`src/rtl/tile_stats_accum.sv`:
```
// Per-tile mean/min/max over a raster-order pixel stream. One accumulator entry
// per tile column is reused for every tile row; a record is emitted on each tile's closing pixel.

module tile_stats_entry #(
    parameter int PIX_WIDTH = 8,
    parameter int SUM_W     = 16
) (
    input  logic                 iClk,
    input  logic                 iRst,
    input  logic                 iWe,
    input  logic [SUM_W-1:0]     iSum,
    input  logic [PIX_WIDTH-1:0] iMin,
    input  logic [PIX_WIDTH-1:0] iMax,
    output logic [SUM_W-1:0]     oSum,
    output logic [PIX_WIDTH-1:0] oMin,
    output logic [PIX_WIDTH-1:0] oMax
);

    always_ff @(posedge iClk or negedge iRst) begin
        if (!iRst) begin
            oSum <= '0;
            oMin <= '0;
            oMax <= '0;
        end else if (iWe) begin
            oSum <= iSum;
            oMin <= iMin;
            oMax <= iMax;
        end
    end

endmodule

module tile_stats_accum #(
    parameter int PIX_WIDTH   = 8,
    parameter int IMG_WIDTH   = 640,
    parameter int IMG_HEIGHT  = 480,
    parameter int TILE_WIDTH  = 16,
    parameter int TILE_HEIGHT = 16,
    localparam int TX_W = $clog2(IMG_WIDTH / TILE_WIDTH),
    localparam int TY_W = $clog2(IMG_HEIGHT / TILE_HEIGHT)
) (
    input  logic                 iClk,
    input  logic                 iRst,
    input  logic                 iValid,
    input  logic                 iSof,
    input  logic [PIX_WIDTH-1:0] iData,
    output logic                 oValid,
    output logic [TX_W-1:0]      oTileX,
    output logic [TY_W-1:0]      oTileY,
    output logic [PIX_WIDTH-1:0] oMean,
    output logic [PIX_WIDTH-1:0] oMin,
    output logic [PIX_WIDTH-1:0] oMax,
    output logic                 oFrameDone
);

    localparam int TILES_X = IMG_WIDTH / TILE_WIDTH;
    localparam int TILES_Y = IMG_HEIGHT / TILE_HEIGHT;
    localparam int XW      = $clog2(IMG_WIDTH);
    localparam int YW      = $clog2(IMG_HEIGHT);
    localparam int LXW     = $clog2(TILE_WIDTH);
    localparam int LYW     = $clog2(TILE_HEIGHT);
    localparam int AREA_W  = $clog2(TILE_WIDTH * TILE_HEIGHT);
    localparam int SUM_W   = PIX_WIDTH + AREA_W;
    localparam int STAGES  = 1;

    logic [XW-1:0]   xCnt, effX;
    logic [YW-1:0]   yCnt, effY;
    logic            lastX, lastY;
    logic [TX_W-1:0] col;
    logic [TY_W-1:0] row;
    logic            tileFirst, tileLast;

    logic [TILES_X-1:0]                entWe;
    logic [TILES_X-1:0][SUM_W-1:0]     entSum;
    logic [TILES_X-1:0][PIX_WIDTH-1:0] entMin, entMax;

    logic [SUM_W-1:0]     curSum, nxtSum;
    logic [PIX_WIDTH-1:0] curMin, curMax, nxtMin, nxtMax;
    logic [STAGES:0]      vldPipe;

    // A start-of-frame pixel overrides the running position before anything else uses it.
    assign effX  = (iValid && iSof) ? '0 : xCnt;
    assign effY  = (iValid && iSof) ? '0 : yCnt;
    assign lastX = (effX == XW'(IMG_WIDTH - 1));
    assign lastY = (effY == YW'(IMG_HEIGHT - 1));
    assign col   = TX_W'(effX >> LXW);
    assign row   = TY_W'(effY >> LYW);

    assign tileFirst = (effX[LXW-1:0] == '0) && (effY[LYW-1:0] == '0);
    assign tileLast  = (&effX[LXW-1:0]) && (&effY[LYW-1:0]);

    always_ff @(posedge iClk or negedge iRst) begin
        if (!iRst) begin
            xCnt <= '0;
            yCnt <= '0;
        end else if (iValid) begin
            xCnt <= lastX ? '0 : effX + XW'(1);
            if (lastX)
                yCnt <= lastY ? '0 : effY + YW'(1);
            else
                yCnt <= effY;
        end
    end

    assign curSum = entSum[col];
    assign curMin = entMin[col];
    assign curMax = entMax[col];

    // The first pixel of a tile overwrites whatever the column held, so abandoned
    // partial tiles never leak into a record.
    always_comb begin
        nxtSum = SUM_W'(iData);
        nxtMin = iData;
        nxtMax = iData;
        if (!tileFirst) begin
            nxtSum = curSum + SUM_W'(iData);
            nxtMin = (iData < curMin) ? iData : curMin;
            nxtMax = (iData > curMax) ? iData : curMax;
        end
    end

    genvar c;
    generate
        for (c = 0; c < TILES_X; c++) begin : gCol
            assign entWe[c] = iValid && (col == TX_W'(c));
            tile_stats_entry #(
                .PIX_WIDTH(PIX_WIDTH),
                .SUM_W    (SUM_W)
            ) uEntry (
                .iClk(iClk),
                .iRst(iRst),
                .iWe (entWe[c]),
                .iSum(nxtSum),
                .iMin(nxtMin),
                .iMax(nxtMax),
                .oSum(entSum[c]),
                .oMin(entMin[c]),
                .oMax(entMax[c])
            );
        end
    endgenerate

    assign vldPipe[0] = iValid && tileLast;
    assign oValid     = vldPipe[STAGES];

    always_ff @(posedge iClk or negedge iRst) begin
        if (!iRst) begin
            vldPipe[STAGES:1] <= '0;
            oTileX     <= '0;
            oTileY     <= '0;
            oMean      <= '0;
            oMin       <= '0;
            oMax       <= '0;
            oFrameDone <= 1'b0;
        end else begin
            vldPipe[STAGES:1] <= vldPipe[STAGES-1:0];
            oFrameDone <= vldPipe[0] && (col == TX_W'(TILES_X - 1)) && (row == TY_W'(TILES_Y - 1));
            if (vldPipe[0]) begin
                oTileX <= col;
                oTileY <= row;
                oMean  <= nxtSum[SUM_W-1:AREA_W];
                oMin   <= nxtMin;
                oMax   <= nxtMax;
            end
        end
    end

endmodule

```
`config.mk`:
```
export PLATFORM = sky130hd
export DESIGN_NAME = tile_stats_accum
export DESIGN_NICKNAME = d
export VERILOG_FILES = /design/src/rtl/tile_stats_accum.sv
export SDC_FILE = /design/constraint.sdc
export NUM_CORES = 2
export LEC_CHECK = 0
export ABC_AREA = 1
export CORE_MARGIN = 8
export CORE_UTILIZATION = 58
export DETAILED_ROUTE_END_ITERATION = 10
export PLACE_DENSITY_LB_ADDON = 0.05
export SLEW_MARGIN = 15
export SYNTH_ARGS = -nofsm -noshare
export SYNTH_HDL_FRONTEND = slang
export SYNTH_HIERARCHICAL = 1
export SYNTH_SLANG_ARGS = --single-unit
```
`constraint.sdc`:
```
create_clock -name iClk -period 5.1 [get_ports iClk]
set_input_delay 0.51 -clock iClk [delete_from_list [all_inputs] [get_ports iClk]]
set_output_delay 0.51 -clock iClk [all_outputs]
set_load 0.005 [all_outputs]
```
==> summary.txt <==
Finish
  – Area Overhead vs Synth: 12.9%
  – Final #Nets: 8,029
  – Area of the multi-input gates: 26,000 um^2
  – Commonest non-fill, non-tap cell in the layout: nand2_1
  – Design Area, Final: 73,000 um^2
  – Register area: 33,400 um^2
  – Layout cells sized above 1: 16.9%
  – Layout fillers: 9,212
  – Post-Route Utilization: 66.0%
  – Most frequent cells in the layout: 3,845 x nand2_1, 1,335 x dfrtp_1, 469 x o22ai_1

Clock network
  – Sink Count: 1,336
  – Clk_lat worst skew: 0.78 ns
  – Clock root buffer master: clkbuf_16
  – H-tree Lvls: 4
  – Clock transition at path regs: 0.06 ns
  – CTS Buffer Depth: 3
  – CTS tree: yes
  – CTS Buf Count: 144

Detailed routing
  – Routed WL per cell: 23.5 um
  – DR pass1 iterations: 6
  – Final ANT Viol Nets: 0
  – Vias: 55,658
  – Iter 0 DRT Violations: 6,570
  – DRT Wirelength: 226 mm
  – DRC viols: 0
  – Vias/cell: 5.80

Floorplanning
  – Core Region: 111,000 um^2
  – Die span in y: 350 um
  – Die area: 122,000 um^2
  – Die X-Extent: 350 um
  – Initial Util: 58.4%
  – Boundary Pins: 49
  – Rows: 122

Pwr
  – Maximum VDD drop: 0.382 mV
  – Pwr Density: 441 nW/um^2
  – Static leakage power: 39.0 nW

Worst setup path
  – WP data required: 5.79 ns
  – Crit path kind: reg2reg
  – Critical Path End Type: flop
  – Crit path DAT: 5.55 ns
  – Crit path max fanout: 32
  – Crit path launch type: flop

Timing
  – Final hold slack: 0.425 ns
  – Post-route minimum period: 4.86 ns
  – Clock skew: 0.0302 ns
  – Slew @ Worst Pin: 0.987 ns
  – Setup violations, final: 0
  – Rel. slew slack: 34.1%
  – Max Slew Vio Count: 0
  – Tcrit/Tclk final: 95.2%
  – Max Clock Freq: 206 MHz
  – Post-route setup slack: 0.243 ns
  – Setup TNS: 0 ns
  – Fin. Hold Viols: 0
  – RSZ-0062 raised after global routing: false

Placed design
  – IO buf count: 48
  – Pre-CTS WS: -0.265 ns
  – Final HPWL DP: 147 mm
  – Placer congestion estimate: 0.962
  – Cell Area, Placed: 68,100 um^2

Synthesis
  – Unique masters post-synth: 66
  – Post-Syn Area: 64,700 um^2
  – Yosys reg bits: 1,336
  – Sequential share of the synthesized area: 51.7%
  – Synth async-reset ratio: 100%
  – Mapped Nets: 7,758
  – Main synth FF type: dfrtp_1
  – Ys Warns: 6
  – Post-synth EDFFs: 0
  – Syn_area_per_cell: 8.38 um^2
  – Top post-synthesis cells by area: dfrtp_1 52%, nand2_1 22%, o22ai_1 4.6%, nand2_2 3.9%, clkbuf_8 2.6%
  – Top cell type's share of synthesized area: 51.7%
  – Yosys top cell by area: dfrtp_1
  – Synth Instances: 7,716

GRT
  – Pin count of the biggest net entering global routing: 156
  – GRT Total Usage: 36.5%
  – Initial antenna violation count: 4
  – First-pass GRT wire length: 341 mm
  – Overflow after GRT: 0
  – Vias in the first global route: 52,865

Job
  – Max_cap viols: 0

Run status
  – Status: finished, final reports clean

Min path
  – Hold Path Class: in2async
[final cells by class]
cell class / count / area share [%]
tap: 1488 / 2.55
inverter: 169 / 1.34
antenna: 2 / 0.00686
multi-input combinational: 5727 / 35.6
clock buffer: 205 / 5.78
sequential: 1336 / 45.8
clock inverter: 52 / 0.855
timing repair buffer: 609 / 8.12
[logic make-up after synthesis]
logic type | after synthesis | synth area share, %
and+or+nand+nor | 4735 | 29.9
AOI/OAI and AO/OA | 953 | 8.74
adders and majority gates | 30 | 0.592
buffers and inverters | 653 | 9.00
DFF | 1336 | 51.7
xor gates and xnor gates | 9 | 0.122
[sequential cells by signal (all words and copies together) (netlist names)]
name              count
oFrameDone            1
oMin                  8
oTileX                6
gCol.uEntry/oSum    640
oMean                 8
oValid                1
oTileY                5
oMax                  8
yCnt                  9
xCnt                 10
gCol.uEntry/oMin    320
gCol.uEntry/oMax    320
[power by group]
group	internal (mW)	total, mW	switching, mW
combinational	3.14	9.46	6.33
sequential	11.4	12.0	0.523
clock	6.29	10.7	4.46
[worst max-delay path, stage by stage (launching register included)]
cell	delay, ns
dfrtp_2	0.54
o21ai_2	0.16
inv_8	0.18
buf_12	0.22
buf_4	0.25
o22ai_1	0.13
o21ai_0	0.39
nand4_1	0.32
a221oi_1	0.37
buf_4	0.16
ha_1	0.15
nand2_1	0.05
o21ai_0	0.24
nand2_1	0.11
nand2_1	0.09
nand4_2	0.18
nor3_4	0.26
inv_2	0.09
a21oi_4	0.29
buf_12	0.29
nand2_1	0.11
nand2_1	0.13
[final timing paths]
| kind | to | from | slack [ns] | cells past startpoint |
|---|---|---|---|---|
| min in group iClk | gCol[36].uEntry/oSum[9]$_DFFE_PN0P_ | gCol[36].uEntry/oSum[9]$_DFFE_PN0P_ | 0.46 | 2 |
| worst min register to register | gCol[36].uEntry/oSum[9]$_DFFE_PN0P_ | gCol[36].uEntry/oSum[9]$_DFFE_PN0P_ | 0.46 | 2 |
| worst max-delay path | gCol[22].uEntry/oSum[11]$_DFFE_PN0P_ | xCnt[4]$_DFFE_PN0P_ | 0.24 | 21 |
| worst min-delay path | gCol[3].uEntry/oMax[6]$_DFFE_PN0P_ | iRst | 0.42 | 2 |
| worst max register to register | gCol[22].uEntry/oSum[11]$_DFFE_PN0P_ | xCnt[4]$_DFFE_PN0P_ | 0.24 | 21 |
| max in group asynchronous | gCol[23].uEntry/oMax[3]$_DFFE_PN0P_ | iRst | 3.15 | 3 |
[layer usage]
metal / wire length [um] / share of wire (%) / vias up / track usage [%]
met4: 9920 / 4.4 / 4 / 14.8
met1: 94700 / 42 / 26926 / 53.2
met5: 27 / 0.012 / - / 0
li1: - / - / 25177 / -
met2: 95500 / 42 / 3101 / 52.4
met3: 25700 / 11 / 450 / 8.76
[Yosys cell counts, types with 3 or more instances]
cell type	count
o32ai_1	9
o211ai_1	15
clkbuf_1	50
xnor2_1	3
a21oi_1	31
nor2_2	7
inv_8	40
o22a_1	4
a22oi_1	8
o21ai_0	297
buf_2	110
nand4_1	54
buf_4	34
o21ai_2	3
o21ai_1	64
nand3_1	48
nand2_1	3845
o31ai_1	10
o22ai_1	471
nor2_4	4
and2_1	12
nor3_1	23
buf_1	3
nand2_2	405
xor2_1	6
nor2_1	293
buf_6	126
a221oi_1	4
dfrtp_1	1336
a41oi_1	8
or2_2	14
buf_12	40
ha_1	29
inv_2	12
clkbuf_8	120
o221ai_1	14
inv_1	113
nor4_1	3
nand2_4	3
nand3b_1	9
[stage by stage]
stage	power, mW	std cells
floorplan	15.5	7716
global placement	21.2	9328
detailed placement	21.3	9328
CTS	32.0	9586
global route	33.2	9586
finish	32.2	9588
[what timing repair did]
item,4_1_cts,5_1_grt
endpoints found under the setup margin,0,19
hold buffers,1,0
resized for setup,0,1
buffers inserted,0,0
hold endpoints to repair,124,0
Note: power is estimated with default switching activity, not from simulation.
